## src/rtl/prbs_pkg.sv

```systemverilog
// Shared encodings for the PRBS BERT checker: polynomial selects, tap table, FSM states.
package prbs_pkg;

  localparam int HIST_W = 31;

  localparam logic [2:0] POLY_PRBS7  = 3'd0;
  localparam logic [2:0] POLY_PRBS9  = 3'd1;
  localparam logic [2:0] POLY_PRBS15 = 3'd2;
  localparam logic [2:0] POLY_PRBS23 = 3'd3;
  localparam logic [2:0] POLY_PRBS31 = 3'd4;

  typedef enum logic [1:0] {
    ST_IDLE   = 2'd0,
    ST_SEARCH = 2'd1,
    ST_LOCKED = 2'd2
  } state_t;

  // Tap pair (A,B): predicted bit = h[A-1] ^ h[B-1]
  typedef struct packed {
    logic [4:0] a;
    logic [4:0] b;
  } taps_t;

  function automatic taps_t poly_taps(input logic [2:0] sel);
    taps_t t;
    case (sel)
      POLY_PRBS9:  t = '{a: 5'd9,  b: 5'd5};
      POLY_PRBS15: t = '{a: 5'd15, b: 5'd14};
      POLY_PRBS23: t = '{a: 5'd23, b: 5'd18};
      POLY_PRBS31: t = '{a: 5'd31, b: 5'd28};
      default:     t = '{a: 5'd7,  b: 5'd6};
    endcase
    return t;
  endfunction

endpackage

```

## src/rtl/prbs_word_predict.sv

```systemverilog
// One word of self-synchronising PRBS checking: predict, compare and shift each
// received bit, oldest (MSB) first.
module prbs_word_predict
  import prbs_pkg::*;
#(
  parameter int DATA_W = 8
) (
  input  logic [HIST_W-1:0] hist,
  input  logic [DATA_W-1:0] din,
  input  taps_t             taps,
  output logic [HIST_W-1:0] hist_next,
  output logic [DATA_W-1:0] mismatch
);

  logic [HIST_W-1:0] h;
  logic              pred;

  // The received bit, not the prediction, feeds the history so errors self-flush.
  always_comb begin
    h        = hist;
    pred     = 1'b0;
    mismatch = '0;
    for (int i = DATA_W - 1; i >= 0; i--) begin
      pred        = h[taps.a - 5'd1] ^ h[taps.b - 5'd1];
      mismatch[i] = din[i] ^ pred;
      h           = {h[HIST_W-2:0], din[i]};
    end
    hist_next = h;
  end

endmodule

```

## config.mk

```make
export PLATFORM = sky130hd
export DESIGN_NAME = prbs_word_predict
export DESIGN_NICKNAME = d
export VERILOG_FILES = /design/src/rtl/prbs_pkg.sv /design/src/rtl/prbs_word_predict.sv
export SDC_FILE = /design/constraint.sdc
export NUM_CORES = 1
export LEC_CHECK = 0
export CORE_UTILIZATION = 45
export DETAILED_ROUTE_END_ITERATION = 10
export GPL_TIMING_DRIVEN = 0
export PLACE_DENSITY_LB_ADDON = 0.25
export SETUP_SLACK_MARGIN = 0.5
export SKIP_LAST_GASP = 1
export SYNTH_ARGS = -nofsm -noshare
export SYNTH_HDL_FRONTEND = slang
export SYNTH_SLANG_ARGS = --single-unit
```

## constraint.sdc

```tcl
create_clock -name vclk -period 4.7
set_clock_uncertainty 0.2 [all_clocks]
set_input_delay 0.94 -clock vclk [all_inputs]
set_output_delay 0.94 -clock vclk [all_outputs]
set_load 0.03 [all_outputs]
```

==> impl_metrics.py, run 1 <==
metrics = {
    "yosys": {
        "synth-warning-count": 0,
        "synth_xor_xnor_area_share_pct": 7.010,
        "synth_area_leader_cell": "mux4_2",
        "synthMuxAreaShare_pct": 46.05,
        "synth_top_family_by_area": "multiplexers",
        "synth_area_leaders": "mux4_2, mux2i_1, buf_4",
        "synth_compound_area_share_pct": 19.34,
        "yosysSeqAreaShare_pct": 0,
        "synth_fp_nets": 489,
        "ys_types": 54,
        "yosysTopAreaCellShare_pct": 25.71,
        "synth-simple-area-share_pct": 14.22,
        "syn-cell-area_mm2": 0.003766,
        "yosys.area_share.adder_pct": 0.6645,
        "syn_avg_cell_area_um2": 8.598,
        "synth_cells": 438,
    },
    "timing": {
        "relSlewSlack_pct": 32.75,
        "hold_viol_final": 0,
        "slew_viol_final": 0,
        "timing.final.ws_setup_ns": -0.04102,
        "finalSetupViolCount": 4,
        "fmax_mhz": 210.9,
        "finalCritPeriodShare_pct": 100.9,
        "worstMarginPinSlew_ns": 1.002,
        "post-route-min-period_ns": 4.741,
        "rsz0062_at_grt": "yes",
    },
    "power": {
        "leakage_nw": 2.238,
        "power_mw": 1.084,
        "ir_worst_vdd_v": 0.0001320,
        "power-per-cell-area_mw_per_mm2": 187.8,
    },
    "final_layout": {
        "design_area_mm2": 0.005772,
        "seq_area_um2": 0,
        "num_antenna_cells": 0,
        "areaGrowthSynthToFinish_pct": 53.26,
        "post-route-util_pct": 70.60,
        "stdcell_count": 656,
        "final.clkbuf_count": 0,
        "seq_cell_count": 0,
        "drive_gt1_share_pct": 43.38,
        "nets": 604,
    },
    "grt": {
        "grt_pass1_wl_um": 23900,
        "grt_pass1_vias": 4150,
        "grt_usage_pct": 36.01,
        "grt_overflow": 0,
        "antenna_found_initial": 0,
        "grt_max_degree": 12,
    },
    "worst_setup_path": {
        "crit_required_ns": 3.56,
        "critical_path_class": "in2out",
        "crit_cells": 15,
        "cp_max_fo": 9,
        "path_cells": "buf_12, clkinvlp_4, buf_8, buf_12, ha_4, buf_6, xor2_4, buf_4, nor2_1, a21oi_1, mux2i_1, a22o_1, a221oi_4, xor3_2, buf_6",
        "crit_path_top_delay_cell": "xor3_2",
        "cp_top_family": "buffers and inverters",
        "critPathBufInv": 7,
        "critPathMaxStageDelay_ns": 0.32,
        "setup.worst_path.end_class": "primary output",
        "worstSetupStartpointType": "primary input",
        "cp_data_arrival_time_ns": 3.60,
    },
    "place": {
        "gp_congestion": 0.9537,
        "port_buffers": 81,
        "dp.cells": 624,
        "dpl_cell_area_mm2": 0.004961,
        "dp_hpwl_um": 11450,
        "preCtsSetupSlack_ns": -1.766,
    },
    "floorplan": {
        "ios": 88,
        "start_util_pct": 46.07,
        "num_rows": 33,
        "core-area_mm2": 0.008175,
        "die_w_um": 93.48,
        "fp.dieH_um": 93.48,
        "die_area_mm2": 0.008739,
    },
    "hold_path": {
        "min_path_type": "in2out",
        "min_to": "hist_next[30]",
        "min_delay_path_depth": 2,
        "worstHoldStart": "hist[22]",
    },
    "route": {
        "first_iter_violations": 561,
        "drt-wirelength-per-cell_um": 24.46,
        "drt_pass1_iterations": 5,
        "vias": 4466,
        "wirelength_um": 16050,
        "drc": 0,
        "vias_per_cell": 6.808,
        "antenna_left": 0,
    },
    "clock_network": {
        "cts_hold_buf": 0,
    },
    "flow_run": {
        "maxCapViolations": 0,
    },
    "outcome": {
        "violations": "negative setup slack",
        "outcome": "finished, violations left",
    },
}
[synth_stat cells, drive strengths merged (2+ instances only)]
master    n
a211oi    6
a21oi    29
a221oi    4
a22o      3
a22oi     3
a311o     2
a311oi    2
a32oi     2
and3      2
buf      63
clkbuf    8
ha        2
inv       9
mux2     14
mux2i    45
mux4     49
nand2    65
nand2b    4
nand3    11
nand4     2
nor2     19
nor2b     3
nor3      3
o2111ai   3
o211ai   11
o21ai    15
o221ai    4
o22ai     2
o311ai    5
o31a      3
o31ai     6
or3       3
xnor2    17
xor2      7
[metrics by stage]
stage / hold slack [ns] / setup TNS, ns
3_5_place_dp: 2.361 / -12.69
2_1_floorplan: 1.812 / 0
3_3_place_gp: 2.364 / -12.97
4_1_cts: 2.361 / -0.02154
6_report: 2.359 / -0.1074
5_1_grt: 2.374 / -0.2988
[how the worst max path moves through the flow]
| stage | from | end | slack, ns |
|---|---|---|---|
| floorplan | taps[5] | mismatch[3] | 0.19 |
| global placement | taps[5] | mismatch[3] | -1.82 |
| detailed placement | taps[5] | mismatch[3] | -1.77 |
| CTS | taps[5] | mismatch[5] | -0.02 |
| global route | taps[5] | mismatch[3] | -0.07 |
| finish | taps[5] | mismatch[5] | -0.04 |
[routing by layer]
metal,track usage (%),share of wire (%),up-vias
li1,-,-,1909
met3,6.179,12,37
met4,7.179,1.7,0
met2,54.23,44,358
met1,54.00,41,2162
met5,0,0,-
[cell type report]
type / instances / area [um2]
multi-input cells: 358 / 3807
fillers: 644 / 2404
repair buffers: 113 / 1171
plain buffers: 71 / 619.3
well taps: 105 / 131.4
inverters: 9 / 42.54
[report_power, final]
part           internal, mW  switching (mW)
Combinational         0.530           0.554
Sequential                0               0
Clock                     0               0
Total                 0.530           0.554
[cells in the final DEF, fill, tap and decap left out, types with 3 or more instances in the layout]
| cell type | count |
|---|---|
| xor2_2 | 3 |
| xnor2_1 | 5 |
| nor2_1 | 18 |
| xnor2_2 | 11 |
| nand2b_1 | 4 |
| nand2_1 | 64 |
| a22o_1 | 3 |
| nand3_1 | 11 |
| clkdlybuf4s50_1 | 65 |
| buf_12 | 9 |
| a211oi_1 | 6 |
| mux4_2 | 47 |
| o31a_1 | 3 |
| o211ai_1 | 11 |
| o31ai_2 | 3 |
| mux2_2 | 12 |
| buf_2 | 12 |
| inv_1 | 6 |
| o21ai_2 | 3 |
| buf_4 | 58 |
| buf_8 | 6 |
| dlygate4sd2_1 | 5 |
| mux2i_1 | 28 |
| mux2i_4 | 12 |
| a21oi_1 | 27 |
| mux2i_2 | 5 |
| nor2b_1 | 3 |
| buf_6 | 18 |
| o21ai_0 | 11 |
| o31ai_1 | 3 |
| clkbuf_1 | 4 |
[cells by family after synthesis]
group	Yosys count
buffers and inverters	80
AND/OR/NAND/NOR	119
XOR/XNOR	26
multiplexers	108
adder cells (fa/ha/maj)	2
AO/OA/AOI/OAI	103
[timing repair]
item                                    4_1_cts  5_1_grt
endpoints found under the setup margin        8        8
pin swaps                                    15       22
buffers inserted                             16       13
gates cloned                                  2        1
resized for setup                           127       50
(Power assumes the default switching activity.)
==> run 2: changes to the inputs <==
--- a/config.mk
+++ b/config.mk
@@ -5,8 +5,11 @@
 export SDC_FILE = /design/constraint.sdc
 export NUM_CORES = 1
 export LEC_CHECK = 0
-export CORE_UTILIZATION = 45
+export CELL_PAD_IN_SITES_DETAIL_PLACEMENT = 0
+export CELL_PAD_IN_SITES_GLOBAL_PLACEMENT = 1
+export CORE_UTILIZATION = 36
 export DETAILED_ROUTE_END_ITERATION = 10
+export GPL_ROUTABILITY_DRIVEN = 1
 export GPL_TIMING_DRIVEN = 0
 export PLACE_DENSITY_LB_ADDON = 0.25
 export SETUP_SLACK_MARGIN = 0.5
==> run 2 against run 1 <==
The run now ends clean. Setup slack improved by 0.043 ns. Final area fell by 0.30%. Via count fell by 2.9%. Critical path depth fell by 2. Largest cell class unchanged. Largest power group unchanged.
==> impl_metrics.py, run 2 (synthesized netlist as in run 1, its figures left out) <==
metrics = {
    "final_layout": {
        "nets": 605,
        "design_area_mm2": 0.005754,
        "nFillCells": 900,
        "final.clkbuf_count": 0,
        "seq_cell_count": 0,
        "post-route-util_pct": 57.81,
        "layout_commonest_cell": "nand2_1",
        "seq_area_um2": 0,
        "drive_gt1_share_pct": 41.49,
        "multi_input_area_mm2": 0.003695,
        "areaGrowthSynthToFinish_pct": 52.79,
        "mostFrequentLayoutCells": "nand2_1, clkdlybuf4s50_1, buf_4",
        "num_antenna_cells": 0,
    },
    "place": {
        "port_buffers": 81,
        "dp_hpwl_um": 11690,
        "gp_congestion": 0.9600,
        "dpl_cell_area_mm2": 0.004996,
    },
    "hold_path": {
        "worstHoldStart": "taps[8]",
        "min_path_type": "in2out",
        "min_to": "mismatch[7]",
        "min_delay_path_depth": 4,
    },
    "worst_setup_path": {
        "setup.worst_path.end_class": "primary output",
        "crit_required_ns": 3.56,
        "worstSetupStartpointType": "primary input",
        "cp_data_arrival_time_ns": 3.56,
        "critical_path_class": "in2out",
        "cp_max_fo": 4,
    },
    "power": {
        "clockPowerShare_pct": 0,
        "p_comb_share_pct": 100.0,
        "ir_worst_vdd_v": 0.0001678,
        "p_int_uw": 525.3,
        "seq_power_share_pct": 0,
        "power-per-cell-area_mw_per_mm2": 184.9,
        "power_switching_uw": 538.5,
        "leakage_nw": 2.247,
        "sw_frac_of_total_pct": 50.62,
    },
    "outcome": {
        "outcome": "complete, no violations",
    },
    "timing": {
        "finalSetupViolCount": 0,
        "hold_viol_final": 0,
        "post-route-min-period_ns": 4.698,
        "fmax_mhz": 212.8,
        "rsz0062_at_grt": "yes",
        "slew_viol_final": 0,
        "tns_ns": 0,
        "hold_slack_ns": 2.322,
        "worstMarginPinSlew_ns": 1.029,
        "relSlewSlack_pct": 30.93,
        "finalCritPeriodShare_pct": 99.96,
    },
    "grt": {
        "antenna_found_initial": 0,
        "grt_pass1_wl_um": 24980,
        "grt_usage_pct": 29.51,
        "grt_max_degree": 12,
        "grt_overflow": 0,
        "grt_pass1_vias": 4220,
    },
    "route": {
        "vias": 4336,
        "drt-wirelength-per-cell_um": 23.61,
        "drt_pass1_iterations": 5,
        "drc": 0,
        "first_iter_violations": 519,
        "antenna_left": 0,
        "wirelength_um": 16170,
        "vias_per_cell": 6.330,
    },
    "floorplan": {
        "core-area_mm2": 0.009955,
        "die_area_mm2": 0.01087,
        "ios": 88,
        "start_util_pct": 37.83,
        "num_rows": 36,
        "fp.dieH_um": 104.3,
        "die_w_um": 104.3,
    },
    "clock_network": {
        "cts_hold_buf": 0,
    },
    "flow_run": {
        "maxCapViolations": 0,
    },
}
## run 2: cell types whose count changed in the layout (fill, tap and decap cells not counted), sizes merged
cell	change
dlygate4sd2	+1
clkbuf	-1
buf	+2
clkdlybuf4s15	+1
clkdlybuf4s50	-2
## run 2: worst max-delay path: stages
cell,delay [ns]
buf_12,0.08
clkinvlp_4,0.10
buf_8,0.14
buf_12,0.12
ha_4,0.28
buf_12,0.14
buf_16,0.13
buf_8,0.12
mux2i_4,0.20
mux4_2,0.50
a221oi_2,0.29
xor3_2,0.34
buf_6,0.16
## run 2: cell type report
type | instances | area share [%]
multi-input cells | 358 | 64.21
repair buffers | 114 | 20.44
plain buffers | 71 | 11.68
well taps | 133 | 2.892
inverters | 9 | 0.7828
## run 2: power groups by stage
stage	sequential, mW	clock [mW]	combinational [mW]
detailed placement	0	0	0.900
global route	0	0	1.12
floorplan	0	0	0.619
finish	0	0	1.06
global placement	0	0	0.902
CTS	0	0	1.03
## run 2: per-layer routing
metal	wire length [um]	up-vias	GRT usage (%)
met5	0	-	0
met4	255	0	2.755
met3	1999	25	7.080
met2	7118	296	44.99
met1	6798	2110	43.42
li1	-	1905	-
## run 2: worst max path at each step
stage | from | endpoint
after global placement | taps[5] | mismatch[3]
after floorplan | taps[5] | mismatch[3]
after CTS | taps[5] | mismatch[3]
after detailed placement | taps[5] | mismatch[3]
final | taps[5] | mismatch[5]
after global routing | taps[5] | mismatch[5]
## run 2: per-stage QoR
step                power, mW  setup WS [ns]  cells
floorplan              0.6186         0.1912    438
global placement       0.9019         -1.941    652
detailed placement     0.8996         -1.832    652
CTS                     1.031       0.009869    680
global route            1.118       -0.06080    685
finish                  1.064       0.001706    685
## run 2: timing repair
action	4_1_cts	5_1_grt
pin swaps	28	12
buffers inserted	26	5
gates cloned	2	0
hold endpoints to repair	0	0
gates resized for setup	149	21
endpoints found under the setup margin	8	8
